==> src/rtl/arb_pkg.sv <==
// Shared definitions for page-level output arbiters: FSM encoding, clog2 helper
// and the default stream payload width.
package arb_pkg;

  localparam int DEF_PAYLOAD_BITS = 32;

  typedef enum logic {
    IDLE  = 1'b0,
    GRANT = 1'b1
  } arb_state_e;

  function automatic int clog2(input int v);
    int r;
    r = 0;
    for (int i = 0; i < 31; i++)
      if ((1 << i) < v) r = i + 1;
    return r;
  endfunction

endpackage

==> src/rtl/leaf_out_arbiter_rr_pick.sv <==
// Combinational round-robin first-one search: scans req starting just after
// rr_ptr, wrapping modulo N, and returns the winner one-hot and as an index.
module rr_pick
  import arb_pkg::*;
#(
  parameter int N     = 4,
  parameter int IDX_W = clog2(N)
) (
  input  logic [N-1:0]     req,
  input  logic [IDX_W-1:0] rr_ptr,
  output logic [N-1:0]     win_oh,
  output logic [IDX_W-1:0] win_idx,
  output logic             any
);

  logic             found;
  logic [IDX_W:0]   s;
  logic [IDX_W-1:0] idx;

  always_comb begin
    win_oh  = '0;
    win_idx = '0;
    found   = 1'b0;
    s       = '0;
    idx     = '0;
    any     = |req;
    // rr_ptr <= N-1 and k <= N, so one conditional subtract is enough to wrap
    for (int k = 1; k <= N; k++) begin
      s = {1'b0, rr_ptr} + (IDX_W+1)'(k);
      if (s >= (IDX_W+1)'(N)) s = s - (IDX_W+1)'(N);
      idx = s[IDX_W-1:0];
      if (!found && req[idx]) begin
        found       = 1'b1;
        win_oh[idx] = 1'b1;
        win_idx     = idx;
      end
    end
  end

endmodule

==> src/rtl/leaf_out_arbiter.sv <==
// Round-robin, burst-bounded arbiter sharing one leaf_interface output port
// between NUM_REQ streams. Optional counters enabled with `define ARB_STATS_EN.
module leaf_out_arbiter
  import arb_pkg::*;
#(
  parameter int NUM_REQ      = 4,
  parameter int PAYLOAD_BITS = DEF_PAYLOAD_BITS,
  parameter int MAX_BURST    = 16
) (
  input  logic                            clk,
  input  logic                            ap_rst_n,
  input  logic [NUM_REQ*PAYLOAD_BITS-1:0] req_data,
  input  logic [NUM_REQ-1:0]              req_vld,
  output logic [NUM_REQ-1:0]              req_ack,
  output logic [PAYLOAD_BITS-1:0]         dout,
  output logic                            dout_vld,
  input  logic                            dout_ack,
`ifdef ARB_STATS_EN
  output logic [31:0]                     stat_beats,
  output logic [NUM_REQ*16-1:0]           stat_grants,
`endif
  output logic [NUM_REQ-1:0]              grant
);

  localparam int IDX_W = clog2(NUM_REQ);
  localparam int CNT_W = clog2(MAX_BURST + 1);

  arb_state_e state, state_nxt;

  logic [NUM_REQ-1:0][PAYLOAD_BITS-1:0] req_data_a;
  logic [NUM_REQ-1:0]      pick_oh;
  logic [IDX_W-1:0]        pick_idx;
  logic                    pick_any;

  logic [NUM_REQ-1:0]      grant_q;
  logic [IDX_W-1:0]        grant_idx;
  logic [IDX_W-1:0]        rr_ptr;
  logic [CNT_W-1:0]        beat_cnt;
  logic [PAYLOAD_BITS-1:0] dout_q;
  logic                    dout_vld_q;

  logic                    g_vld;
  logic [PAYLOAD_BITS-1:0] g_data;
  logic                    out_ready;
  logic                    can_acc;
  logic                    burst_last;
  logic                    accept;
  logic                    grant_take;
  logic                    grant_drop;
  logic [NUM_REQ-1:0]      req_ack_c;

  assign req_data_a = req_data;
  assign g_vld      = req_vld[grant_idx];
  assign g_data     = req_data_a[grant_idx];
  assign out_ready  = !dout_vld_q || dout_ack;
  assign burst_last = (beat_cnt == CNT_W'(MAX_BURST - 1));

  rr_pick #(
    .N     (NUM_REQ),
    .IDX_W (IDX_W)
  ) u_pick (
    .req     (req_vld),
    .rr_ptr  (rr_ptr),
    .win_oh  (pick_oh),
    .win_idx (pick_idx),
    .any     (pick_any)
  );

  always_ff @(posedge clk) begin
    if (!ap_rst_n) state <= IDLE;
    else           state <= state_nxt;
  end

  // req_ack is combinational from dout_ack so the output stage streams 1 beat/cycle
  always_comb begin
    state_nxt  = state;
    req_ack_c  = '0;
    can_acc    = 1'b0;
    accept     = 1'b0;
    grant_take = 1'b0;
    grant_drop = 1'b0;
    case (state)
      IDLE: begin
        if (pick_any) begin
          grant_take = 1'b1;
          state_nxt  = GRANT;
        end
      end
      GRANT: begin
        can_acc              = out_ready && (beat_cnt < CNT_W'(MAX_BURST));
        req_ack_c[grant_idx] = can_acc;
        accept               = can_acc && g_vld;
        if ((accept && burst_last) || (can_acc && !g_vld)) begin
          grant_drop = 1'b1;
          state_nxt  = IDLE;
        end
      end
      default: state_nxt = IDLE;
    endcase
  end

  always_ff @(posedge clk) begin
    if (!ap_rst_n) begin
      grant_q    <= '0;
      grant_idx  <= '0;
      rr_ptr     <= IDX_W'(NUM_REQ - 1);
      beat_cnt   <= '0;
      dout_q     <= '0;
      dout_vld_q <= 1'b0;
    end else begin
      if (grant_take) begin
        grant_q   <= pick_oh;
        grant_idx <= pick_idx;
        rr_ptr    <= pick_idx;
        beat_cnt  <= '0;
      end else if (grant_drop) begin
        grant_q <= '0;
      end
      // output register keeps draining after the grant is released
      if (accept) begin
        dout_q     <= g_data;
        dout_vld_q <= 1'b1;
        beat_cnt   <= beat_cnt + CNT_W'(1);
      end else if (dout_vld_q && dout_ack) begin
        dout_vld_q <= 1'b0;
      end
    end
  end

  assign req_ack  = req_ack_c;
  assign dout     = dout_q;
  assign dout_vld = dout_vld_q;
  assign grant    = grant_q;

`ifdef ARB_STATS_EN
  logic [NUM_REQ-1:0][15:0] grant_cnt;

  always_ff @(posedge clk) begin
    if (!ap_rst_n)                  stat_beats <= '0;
    else if (dout_vld_q && dout_ack) stat_beats <= stat_beats + 32'd1;
  end

  for (genvar g = 0; g < NUM_REQ; g++) begin : g_gcnt
    always_ff @(posedge clk) begin
      if (!ap_rst_n)
        grant_cnt[g] <= '0;
      else if (grant_take && pick_oh[g] && (grant_cnt[g] != 16'hFFFF))
        grant_cnt[g] <= grant_cnt[g] + 16'd1;
    end
  end

  assign stat_grants = grant_cnt;
`endif

endmodule
==> config.mk <==
export PLATFORM = sky130hd
export DESIGN_NAME = leaf_out_arbiter
export DESIGN_NICKNAME = d
export VERILOG_FILES = /design/src/rtl/arb_pkg.sv /design/src/rtl/leaf_out_arbiter_rr_pick.sv /design/src/rtl/leaf_out_arbiter.sv
export SDC_FILE = /design/constraint.sdc
export NUM_CORES = 1
export LEC_CHECK = 0
export CORE_MARGIN = 10
export CORE_UTILIZATION = 40
export CTS_BUF_LIST = sky130_fd_sc_hd__clkbuf_8
export DETAILED_ROUTE_END_ITERATION = 8
export GPL_ROUTABILITY_DRIVEN = 0
export HOLD_SLACK_MARGIN = 0.1
export PLACE_DENSITY = 0.84
export SLEW_MARGIN = 40
export SYNTH_ARGS = -nofsm -noshare
export SYNTH_HDL_FRONTEND = slang
export SYNTH_SLANG_ARGS = --single-unit
==> constraint.sdc <==
create_clock -name clk -period 4.2 [get_ports clk]
set_input_delay 0.84 -clock clk [delete_from_list [all_inputs] [get_ports clk]]
set_output_delay 0.84 -clock clk [all_outputs]
set_load 0.01 [all_outputs]
==> summary.md <==
| Metric | Value |
|---|---|
| Outcome | `finished, final reports clean` |
| Met3 wire length | `1.017 mm` |
| Crit path launch type | `primary input` |
| Cell Area, Synth | `0.002999 mm²` |
| Number of global-route vias before repair | `3204` |
| Post-route DRC | `0` |
| Synthesized Nets | `450` |
| Area leader, netlist | `dfxtp_1` |
| Initial antenna violation count | `1` |
| Proportion of layout cells with a drive suffix above 1 | `0.1242` |
| Commonest non-fill, non-tap cell in the layout | `clkdlybuf4s50_1` |
| Max_slew headroom | `0.5421` |
| Hold EP | `dout[28]` |
| Register area | `943.4 µm²` |
| Clock Path Buffers | `2` |
| HP Class | `register to register` |
| Num CTS Buffers | `5` |
| Fin Hold WS | `459.4 ps` |
| Peak VDD IR | `219.8 µV` |
| Post-CTS Hold Buffers | `0` |
| Post-synth EDFFs | `0` |
| FILL cells | `551` |
| Die height | `106.6 µm` |
| Async set-or-reset flop fraction in the synthesized netlist | `0` |
| CTS H-tree lvls | `2` |
| Fin crit share | `0.8089` |
| Worst Reg-to-Reg Cells | `7` |
| Global-route wire length before repair | `16.35 mm` |
| FF+latch count, synth | `47` |
| Worst flop-to-flop path startpoint | `rr_ptr[0]` |
| Critical Path RT | `3360 ps` |
| DP Wirelength | `9.135 mm` |
| Drt first pass iters | `4` |
| Finish-stage setup viols | `0` |
| Core area | `0.007253 mm²` |
| R2r endpoint | `grant[3]` |
| Total Wirelength | `11.20 mm` |
| Synth warn | `0` |
| Final min period | `3397 ps` |
| Max-cap violation count | `0` |
| Fin Clk Skew | `6.083 ps` |
| Hold depth | `2` |
| Top_reg_cell synth | `dfxtp_1` |
| Worst-Margin Slew | `686.8 ps` |
| Tot GR Track Use | `0.1819` |
| CTS sink count | `47` |
| Kind of end point of the critical path | `output port` |
| Worst skew pair latency | `300 ps` |
| PD cells | `417.0 mW/mm²` |
| Most frequent cells in the layout | `clkdlybuf4s50_1 (175), nand2_1 (67), dfxtp_1 (45), a21oi_1 (40), mux4_2 (34)` |
| Yosys top cell area share | `0.3137` |
| LEAKAGE | `1.748 nW` |
| Starting DRT DRC Count | `135` |
| Final hold vios | `0` |
| IO buf count | `175` |
| Die area | `0.01136 mm²` |
| CTS tree | `done` |
| Setup TNS | `0 ps` |
| Pin count of the biggest net entering global routing | `37` |
| Final antenna-violating net count | `0` |
| Post_cts resized | `0` |
| Clock transition at the registers of the reported paths | `90 ps` |
| Post-synthesis sequential area ratio | `0.3137` |
| Crit path arrival time | `2560 ps` |
| Nets@finish | `611` |
| Root Buffer | `clkbuf_8` |
| Die Width | `106.6 µm` |
| FP Rows | `31` |
| CP Class | `primary input to output port` |
| Routed vias | `3064` |
| Max Slew Vio Count | `0` |
| Setup Buffers After CTS | `0` |
| Area of the multi-input gates | `0.001919 mm²` |
| Top cells by area, synth | `dfxtp_1 (31%), mux4_2 (26%), nand2_1 (8.4%)` |
| Initial Util | `0.4135` |
| Metal2 WL | `5.825 mm` |
| Fmax | `294.3 MHz` |
| Top sig layer | `met4` |
| DRT met1 WL | `4.147 mm` |
| Post-Syn Area per Cell | `9.833 µm²` |
| Number of vias per cell | `5.394` |
| Top Ports | `176` |
| RSZ-0062 raised after global routing | `no` |
| Area growth, synth to finish | `64.71%` |
| Synth Instances | `305` |
| Avg WL per Cell | `19.71 µm` |
| Congestion Overflow GR | `0` |
| Critical path peak fanout | `4` |
| Flop2flop setup slack | `1170 ps` |
| Yosys cell types | `42` |
| Hold path start | `dout[28]` |
==> worst max-delay path, stage by stage <==
cell and delay, ps:
clkdlybuf4s50_1 480, nand2b_1 170, nand3_1 220, nor3b_1 260, clkdlybuf4s50_1 590
==> power breakdown <==
| group | internal (mW) | switching, mW |
|---|---|---|
| Sequential | 0.528 | 0.0867 |
| Clock | 0.236 | 0.152 |
| Combinational | 0.590 | 0.468 |
| Total | 1.35 | 0.706 |
==> cells by family (layout without fill, tap and decap cells) <==
logic type | Yosys count | in the layout | synth area share
DFF | 47 | 47 | 0.3137
adders and majority gates | 10 | 10 | 0.04172
buffers and inverters | 35 | 197 | 0.04631
muxes | 38 | 38 | 0.2854
and+or+nand+nor | 103 | 103 | 0.1581
other | 0 | 2 | 0
AOI/OAI and AO/OA | 72 | 72 | 0.1548
==> flip-flops by register name, indices dropped and copies added, names as in the netlist <==
signal / cells
grant_idx: 2
rr_ptr: 2
dout_vld: 1
state: 1
dout: 32
grant: 4
beat_cnt: 5
==> routing by layer <==
metal	GRT usage	vias to the layer above
met2	0.3244	127
met3	0.08024	14
met4	0.05513	0
met1	0.1881	1469
li1	-	1454
met5	0	-
==> per-stage QoR <==
step                cells  instance area [µm²]  worst slack (ps)  power, mW    util
global placement      558                 4802             888.6      1.659  0.6621
global route          566                 4935             769.5      2.177  0.6804
floorplan             305                 2999              1572      1.285       -
finish                568                 4940             802.6      2.060  0.6810
detailed placement    558                 4802             828.7      1.688  0.6621
CTS                   566                 4935             816.5      2.071  0.6804
==> worst max path at each step <==
stage,start,end,slack (ps),depth (start not counted)
2_1_floorplan,rr_ptr[0],grant[3],1570,8
3_3_place_gp,dout_ack,req_ack[2],890,5
3_5_place_dp,dout_ack,req_ack[1],830,5
4_1_cts,dout_ack,req_ack[1],820,5
5_1_grt,dout_ack,req_ack[1],770,5
6_report,dout_ack,req_ack[1],800,5
==> Yosys cell counts (2+ instances only) <==
| cell | number |
|---|---|
| a221oi_1 | 4 |
| buf_1 | 3 |
| nor2_1 | 5 |
| mux4_1 | 3 |
| a21oi_1 | 40 |
| or2_2 | 2 |
| o211ai_1 | 2 |
| mux4_2 | 34 |
| o21ai_0 | 8 |
| nor2b_1 | 2 |
| inv_1 | 11 |
| nand2_1 | 67 |
| and2_2 | 3 |
| nand2b_1 | 3 |
| a22o_1 | 3 |
| dfxtp_1 | 47 |
| o221a_1 | 3 |
| and3_1 | 2 |
| buf_2 | 6 |
| nor3b_1 | 3 |
| clkbuf_1 | 15 |
| nand3_1 | 5 |
| a21boi_0 | 5 |
| ha_1 | 10 |
| nor2_2 | 2 |
==> final cells by class <==
cell class,count,share of cell area
antenna,2,0.001013
clock buffer,5,0.01393
clock inverter,3,0.01292
inverter,11,0.008359
multi-input combinational,223,0.3886
sequential,47,0.1910
tap,99,0.02508
timing repair buffer,178,0.3592
Note: power is estimated with default switching activity, not from simulation.
